File: config.mk
export PLATFORM = sky130hd
export DESIGN_NAME = alu_op_sequencer
export DESIGN_NICKNAME = d
export VERILOG_FILES = /design/src/rtl/alu_op_sequencer.sv
export SDC_FILE = /design/constraint.sdc
export NUM_CORES = 1
export LEC_CHECK = 0
export ABC_AREA = 1
export CAP_MARGIN = 0
export CORE_MARGIN = 2
export CORE_UTILIZATION = 37
export DETAILED_ROUTE_END_ITERATION = 10
export GPL_TIMING_DRIVEN = 0
export PLACE_DENSITY = 0.92
export SLEW_MARGIN = 15
export SYNTH_ARGS = -nofsm -noshare
export SYNTH_HDL_FRONTEND = slang
export SYNTH_SLANG_ARGS = --single-unit
File: constraint.sdc
create_clock -name clock -period 2.4 [get_ports clock]
set_input_delay 0.72 -clock clock [delete_from_list [all_inputs] [get_ports clock]]
set_output_delay 0.72 -clock clock [all_outputs]
set_load 0.01 [all_outputs]
File: src/rtl/alu_op_sequencer.sv
// Multi-cycle fetch/decode/execute/writeback control unit for Mini-SRC ALU instructions.
// Build option ALU_SEQ_SINGLE_STEP_EN adds a step input that gates every non-IDLE advance.
module alu_op_sequencer #(
  parameter int             NUM_REGS   = 16,
  parameter int             REG_SEL_W  = 4,
  parameter logic [4:0]     OPC_FIRST  = 5'd2,
  parameter logic [4:0]     OPC_LAST   = 5'd19,
  parameter logic [4:0]     ALU_OFFSET = 5'd2,
  parameter logic [4:0]     OPC_MUL    = 5'd16,
  parameter logic [4:0]     OPC_DIV    = 5'd17,
  parameter logic [4:0]     OPC_NEG    = 5'd18,
  parameter logic [4:0]     OPC_NOT    = 5'd19
) (
  input  logic                clock,
  input  logic                clear,
  input  logic                start,
  input  logic                mem_rdy,
`ifdef ALU_SEQ_SINGLE_STEP_EN
  input  logic                step,
`endif
  input  logic [31:0]         ir,
  output logic                busy,
  output logic                done,
  output logic                err,
  output logic [NUM_REGS-1:0] r_in,
  output logic [NUM_REGS-1:0] r_out,
  output logic                pc_out,
  output logic                mar_in,
  output logic                inc_pc,
  output logic                z_in,
  output logic                zlow_out,
  output logic                zhigh_out,
  output logic                pc_in,
  output logic                read,
  output logic                mdr_in,
  output logic                mdr_out,
  output logic                ir_in,
  output logic                y_in,
  output logic                hi_in,
  output logic                lo_in,
  output logic [4:0]          alu_control
);

  // state | meaning
  // IDLE  | waiting for start
  // T0    | PC to MAR, Z <= PC + 1
  // T1    | PC <= Z, memory read into MDR (holds until mem_rdy)
  // T2    | MDR to IR
  // T3    | first operand (or illegal-opcode exit)
  // T4    | ALU operation, or unary writeback
  // T5    | binary writeback, or LO writeback for MUL/DIV
  // T6    | HI writeback for MUL/DIV
  typedef enum logic [2:0] {
    S_IDLE, S_T0, S_T1, S_T2, S_T3, S_T4, S_T5, S_T6
  } state_t;

  state_t state, state_nxt;
  logic   t1_held;
  logic   adv;

`ifdef ALU_SEQ_SINGLE_STEP_EN
  assign adv = step;
`else
  assign adv = 1'b1;
`endif

  logic [4:0]           opc;
  logic [REG_SEL_W-1:0] ra, rb, rc;
  logic                 legal, unary, muldiv;
  logic [4:0]           alu_op;

  assign opc    = ir[31:27];
  assign ra     = ir[26 -: REG_SEL_W];
  assign rb     = ir[22 -: REG_SEL_W];
  assign rc     = ir[18 -: REG_SEL_W];
  assign legal  = (opc >= OPC_FIRST) && (opc <= OPC_LAST);
  assign unary  = (opc == OPC_NEG) || (opc == OPC_NOT);
  assign muldiv = (opc == OPC_MUL) || (opc == OPC_DIV);
  assign alu_op = opc - ALU_OFFSET;

  // Field values beyond the register file decode to no register at all.
  function automatic logic [NUM_REGS-1:0] onehot(input logic [REG_SEL_W-1:0] sel);
    onehot = '0;
    for (int i = 0; i < NUM_REGS; i++)
      if (32'(sel) == i) onehot[i] = 1'b1;
  endfunction

  always_comb begin
    state_nxt = state;
    case (state)
      S_IDLE: if (start)           state_nxt = S_T0;
      S_T0:   if (adv)             state_nxt = S_T1;
      S_T1:   if (mem_rdy && adv)  state_nxt = S_T2;
      S_T2:   if (adv)             state_nxt = S_T3;
      S_T3:   if (adv)             state_nxt = legal  ? S_T4 : S_IDLE;
      S_T4:   if (adv)             state_nxt = unary  ? S_IDLE : S_T5;
      S_T5:   if (adv)             state_nxt = muldiv ? S_T6 : S_IDLE;
      S_T6:   if (adv)             state_nxt = S_IDLE;
      default:                     state_nxt = S_IDLE;
    endcase
  end

  // t1_held marks the repeat cycles of a stalled fetch so pc_in fires only once.
  always_ff @(posedge clock or negedge clear) begin
    if (!clear) begin
      state   <= S_IDLE;
      t1_held <= 1'b0;
    end else begin
      state   <= state_nxt;
      t1_held <= (state == S_T1) && (state_nxt == S_T1);
    end
  end

  always_comb begin
    busy        = (state != S_IDLE);
    done        = 1'b0;
    err         = 1'b0;
    r_in        = '0;
    r_out       = '0;
    pc_out      = 1'b0;
    mar_in      = 1'b0;
    inc_pc      = 1'b0;
    z_in        = 1'b0;
    zlow_out    = 1'b0;
    zhigh_out   = 1'b0;
    pc_in       = 1'b0;
    read        = 1'b0;
    mdr_in      = 1'b0;
    mdr_out     = 1'b0;
    ir_in       = 1'b0;
    y_in        = 1'b0;
    hi_in       = 1'b0;
    lo_in       = 1'b0;
    alu_control = 5'd0;
    case (state)
      S_T0: begin
        pc_out = 1'b1;
        mar_in = 1'b1;
        inc_pc = 1'b1;
        z_in   = 1'b1;
      end
      S_T1: begin
        zlow_out = 1'b1;
        pc_in    = !t1_held;
        read     = 1'b1;
        mdr_in   = 1'b1;
      end
      S_T2: begin
        mdr_out = 1'b1;
        ir_in   = 1'b1;
      end
      S_T3: begin
        if (!legal) begin
          done = 1'b1;
          err  = 1'b1;
        end else if (muldiv) begin
          r_out = onehot(ra);
          y_in  = 1'b1;
        end else if (unary) begin
          r_out       = onehot(rb);
          alu_control = alu_op;
          z_in        = 1'b1;
        end else begin
          r_out = onehot(rb);
          y_in  = 1'b1;
        end
      end
      S_T4: begin
        if (unary) begin
          zlow_out = 1'b1;
          r_in     = onehot(ra);
          done     = 1'b1;
        end else begin
          r_out       = muldiv ? onehot(rb) : onehot(rc);
          alu_control = alu_op;
          z_in        = 1'b1;
        end
      end
      S_T5: begin
        zlow_out = 1'b1;
        if (muldiv) begin
          lo_in = 1'b1;
        end else begin
          r_in = onehot(ra);
          done = 1'b1;
        end
      end
      S_T6: begin
        zhigh_out = 1'b1;
        hi_in     = 1'b1;
        done      = 1'b1;
      end
      default: ;
    endcase
  end

endmodule
== Yosys cells after proc, flatten, opt, wreduce, memory -nomap -nowiden ==
Index checks and enable logic that the tools add are counted.
Word-level totals
  bits in registers: 4
  input bits: 36
  output and inout port bits: 54
  logic and storage cells: 160
Cells by class
  add/subtract/negate cells: 1
  order comparisons: 2
  equal/unequal tests: 57
  mux-type cells: 87
  reductions and logical operators: 11
Operators with widths (number)
  4-bit equality test (second input constant): 24
  16-bit 2-to-1 mux: 6
  1-bit 2-to-1 mux: 65
  16-bit one-hot mux with 2 select lines: 2
  4-bit by 3-bit equality test with 1-bit output (second input constant): 12
  4-bit by 2-bit equality test with 1-bit output (second input constant): 6
  3-bit one-hot mux with 8 select lines: 1
  5-bit equality test (second input constant): 4
  5-bit 2-to-1 mux: 4
  3-bit 2-to-1 mux: 5
  3-bit equality test (second input constant): 4
  4-bit by 1-bit equality test with 1-bit output (second input constant): 3
  4-bit logical NOT: 3
  5-bit one-hot mux with 2 select lines: 1
  3-bit by 2-bit equality test with 1-bit output (second input constant): 3
  5-bit by 2-bit >= comparator with 1-bit output (second input constant): 1
  5-bit <= comparator (second input constant): 1
  5-bit by 2-bit subtractor with 5-bit output (second input constant): 1
  1-bit one-hot mux with 4 select lines: 1
  3-bit by 1-bit equality test with 1-bit output (second input constant): 1
  3-bit logical NOT: 1
  1-bit one-hot mux with 3 select lines: 1
  3-bit nonzero test: 1
  1-bit logical AND: 2
  4 further kinds: 5

== Depth between registers and ports, before layout ==
  word-level depth: 6
  mapped depth: 9
  depth with buffers taken out: 8

== Worst setup path before layout ==
Ideal clock, no wire load.
  path type: in2out
  start: input port ir[29]
  end: output port r_in[10]
  arrival time: 1.665 ns
  required time: 1.680 ns
  slack: 0.015 ns
  cell stages on the path: 8
  buffers on the path: 1
  path through: nor2_4 > nand2_2 > nor2_4 > nand2_2 > nand2_2 > inv_2 > buf_6 > nor3_1
On the way
  longest elaborated chain between the ends: 4
  elaborated cells between the ends (all ways): 9
  those cells by class: eq/ne (4); mux (3); reduce/logical (2)
RTL lines
  start: declaration: line 21  | input logic [31:0] ir,
  5-bit equality test (on tied branches): line 78, 77
  1-bit logical OR (on tied branches): line 78, 77
  16-bit 2-to-1 mux (on tied branches): line 181, 169
  16-bit one-hot mux with 2 select lines (*): line 135  | case (state)
  end: declaration: line 25  | output logic [NUM_REGS-1:0] r_in,
Every way passes the cells marked *; elsewhere a longest branch is shown, timed or not.

== Final worst setup path ==
  start: input port ir[29]
  end: output port done
On the way
  longest elaborated chain between the ends: 4
  elaborated cells between the ends (all ways): 13
  those cells by class: order compare (2); eq/ne (4); mux (4); reduce/logical (3)
RTL lines
  5-bit by 2-bit >= comparator with 1-bit output, or another cell as far along: line 76  | assign legal = (opc >= OPC_FIRST) && (opc <= OPC_LAST);
  1-bit logical AND, or another cell as far along: line 76
  1-bit 2-to-1 mux (on tied branches): line 153, 169, 181
  1-bit one-hot mux with 4 select lines (*): line 135
  end: declaration: line 23  | output logic done,
Marked as above.

==> metrics.cfg <==
[status]
status=finished, violations left
violations=negative setup slack

[yosys]
syn-mean-instance-area_um2=5.005
ys_seq_area_share_pct=7.143
synth-edff-count=0
synth_warnings=0
syn_inst=280
yosys_register_bits=4
synth_cell_type_count=30
synth_most_common_cell=nand2_1
synthFlopType=dfrtp_1
syn-cell-area_um2=1401
async_reset_ff_share_pct=100.0
synth_top_area_share_pct=23.30
synth_top_area_cell=nand2_1
synth_nets=318
synthTopCellsByArea=nand2_1 23%, o21ai_1 11%, nor2_1 11%
netlist_top_cells_count=87 x nand2_1, 40 x nor2_1, 31 x o21ai_1

[floorplan]
ioPinCount=90
die_x_um=65.54
dieArea_um2=4295
core_um2=3661
start_util_pct=38.28
chipHeight_um=65.54
rows=22

[cells_and_area]
antennaDiodeCount=0
fin_nets=421
synthToLayoutAreaGrowth_pct=85.27
finish.instance_area_um2=2596
regArea_um2=101.3
drive_gt1_share_pct=46.19
multi_input_area_um2=1379
num-fill-cells=316

[timing]
final.min_clock_period_ns=2.670
layout_setup_ws_ns=-0.2698
holdWs_ns=0.7032
finalCritPeriodShare_pct=111.2
tightest_slew_ns=0.3379
hold_violations=0
fmax_ghz=0.3746
clock_skew_ns=0.003297
slew-limit-headroom_pct=77.40
setup_viol=46
rsz0062_at_grt=yes
slew_violations=0

[run]
drv_cap=0

[global_routing]
grt_max_degree=11
antenna_found_initial=0
first_global_vias=2097
grt_remaining_overflow=0
grt_pass1_wl_mm=9.404
grt_usage_pct=27.59

[cts]
numClockSinks=4
cts_inserted_buffers=3
clock_path_buffers=2
cts_root_buf=clkbuf_8
ctsHtreeMaxLevel=1
cts_tree=built
cts.clk_slew.worst_paths_ns=0.03
clk_latency_ns=0.22

[power]
ir_worst_vdd_mv=0.1871
pwr_density_cell_nw_per_um2=487.1
leakage_nw=1.312

[placement]
numPortBuffers=74
dpl_cell_area_um2=2202
gp_congestion=0.9864
hpwl_mm=4.023

[drt]
dr.pass1.iters=5
routed_wl_mm=6.442
drc_errors=0
wl_per_cell_um=15.02
postRouteAntennaNets=0
first_iter_violations=142
avgViaCountPerCell=5.464
num_vias=2344

[critical_path]
worstPathArrival_ns=1.95
path_max_fanout=2
worstSetupEndpointType=output pin
start_kind=input pin
worst-setup-path-type=input pin to output pin
worstPathRequired_ns=1.68

[hold_path]
hp-class=input pin to asynchronous set/reset pin

[kinds of logic after synthesis]
group	after synthesis	share of synthesized area (%)
xor gates and xnor gates	1	0.6251
buffers and inverters	45	15.36
AOI/OAI and AO/OA	52	19.20
DFF	4	7.143
and+or+nand+nor	176	55.89
adders and majority gates	2	1.785
[final cells by class]
| cell class | count | share of cell area, % |
|---|---|---|
| tap | 48 | 2.313 |
| inverter | 28 | 4.723 |
| clock buffer | 3 | 1.590 |
| multi-input combinational | 231 | 53.11 |
| sequential | 4 | 3.904 |
| buffer | 16 | 5.590 |
| timing repair buffer | 99 | 28.77 |
[final timing paths]
path | from | to | slack (ns) | depth (start not counted)
max | ir[29] | done | -0.27 | 11
min | clear | state[2] | 0.70 | 1
max reg2reg | state[1] | t1_held | 0.68 | 8
min reg2reg | state[2] | t1_held | 0.80 | 3
max in group asynchronous | clear | state[0] | 1.51 | 1
min in group clock | state[2] | t1_held | 0.80 | 3
[routing by layer]
| layer | track usage (%) | part of all wire, % |
|---|---|---|
| met5 | 0 | 0 |
| met4 | 9.896 | 2.9 |
| met3 | 3.767 | 7.0 |
| met2 | 49.87 | 51 |
| met1 | 33.02 | 39 |
[repair_timing]
| item | CTS | global route |
|---|---|---|
| gates resized for setup | 283 | 49 |
| hold buffers | 0 | 0 |
| setup endpoints to repair | 50 | 51 |
| buffers inserted | 13 | 10 |
| pin swaps | 15 | 12 |
| cloned | 2 | 0 |
[state kept, by name, indices dropped and copies added (netlist names)]
name / flops
state: 3
t1_held: 1
[critical path, cell delays in order]
cell and delay [ns]:
buf_8 0.10, inv_4 0.05, ha_1 0.15, nand2_1 0.09, nand2_2 0.10, nand3_4 0.08, buf_4 0.15, buf_4 0.13
a21boi_2 0.14, nand2b_1 0.11, buf_2 0.12
[per-stage QoR]
stage	utilization (%)	std cells	total power [mW]	setup WS (ns)	setup TNS, ns
finish	70.92	429	1.265	-0.2698	-7.021
global route	70.92	429	1.331	-0.3219	-9.893
CTS	66.13	419	1.146	-0.2287	-5.287
detailed placement	60.15	402	0.9120	-1.195	-43.62
global placement	60.15	402	0.8899	-1.200	-42.85
floorplan	-	280	0.5535	0.01508	0
[cells in the final DEF, fill, tap and decap left out, types with 6 or more instances in the layout]
cell type	synthesis	final
nand2_1	87	72
buf_2	7	43
o21ai_1	31	30
buf_4	6	24
nor2_1	40	23
nand3_1	21	19
inv_1	21	17
nor2_2	0	15
buf_6	2	15
clkdlybuf4s50_1	0	14
o21ai_2	0	13
nor3_2	4	12
dlygate4sd2_1	0	11
nand2_2	3	10
nand2_4	0	8
inv_2	7	6
[report_power, final]
part           switching, mW  leakage [nW]  total (mW)  internal (mW)
combinational          0.531          1.24       0.984          0.453
clock                 0.0388        0.0216       0.146          0.107
sequential            0.0346        0.0502       0.134         0.0998
(Power assumes the default switching activity.)
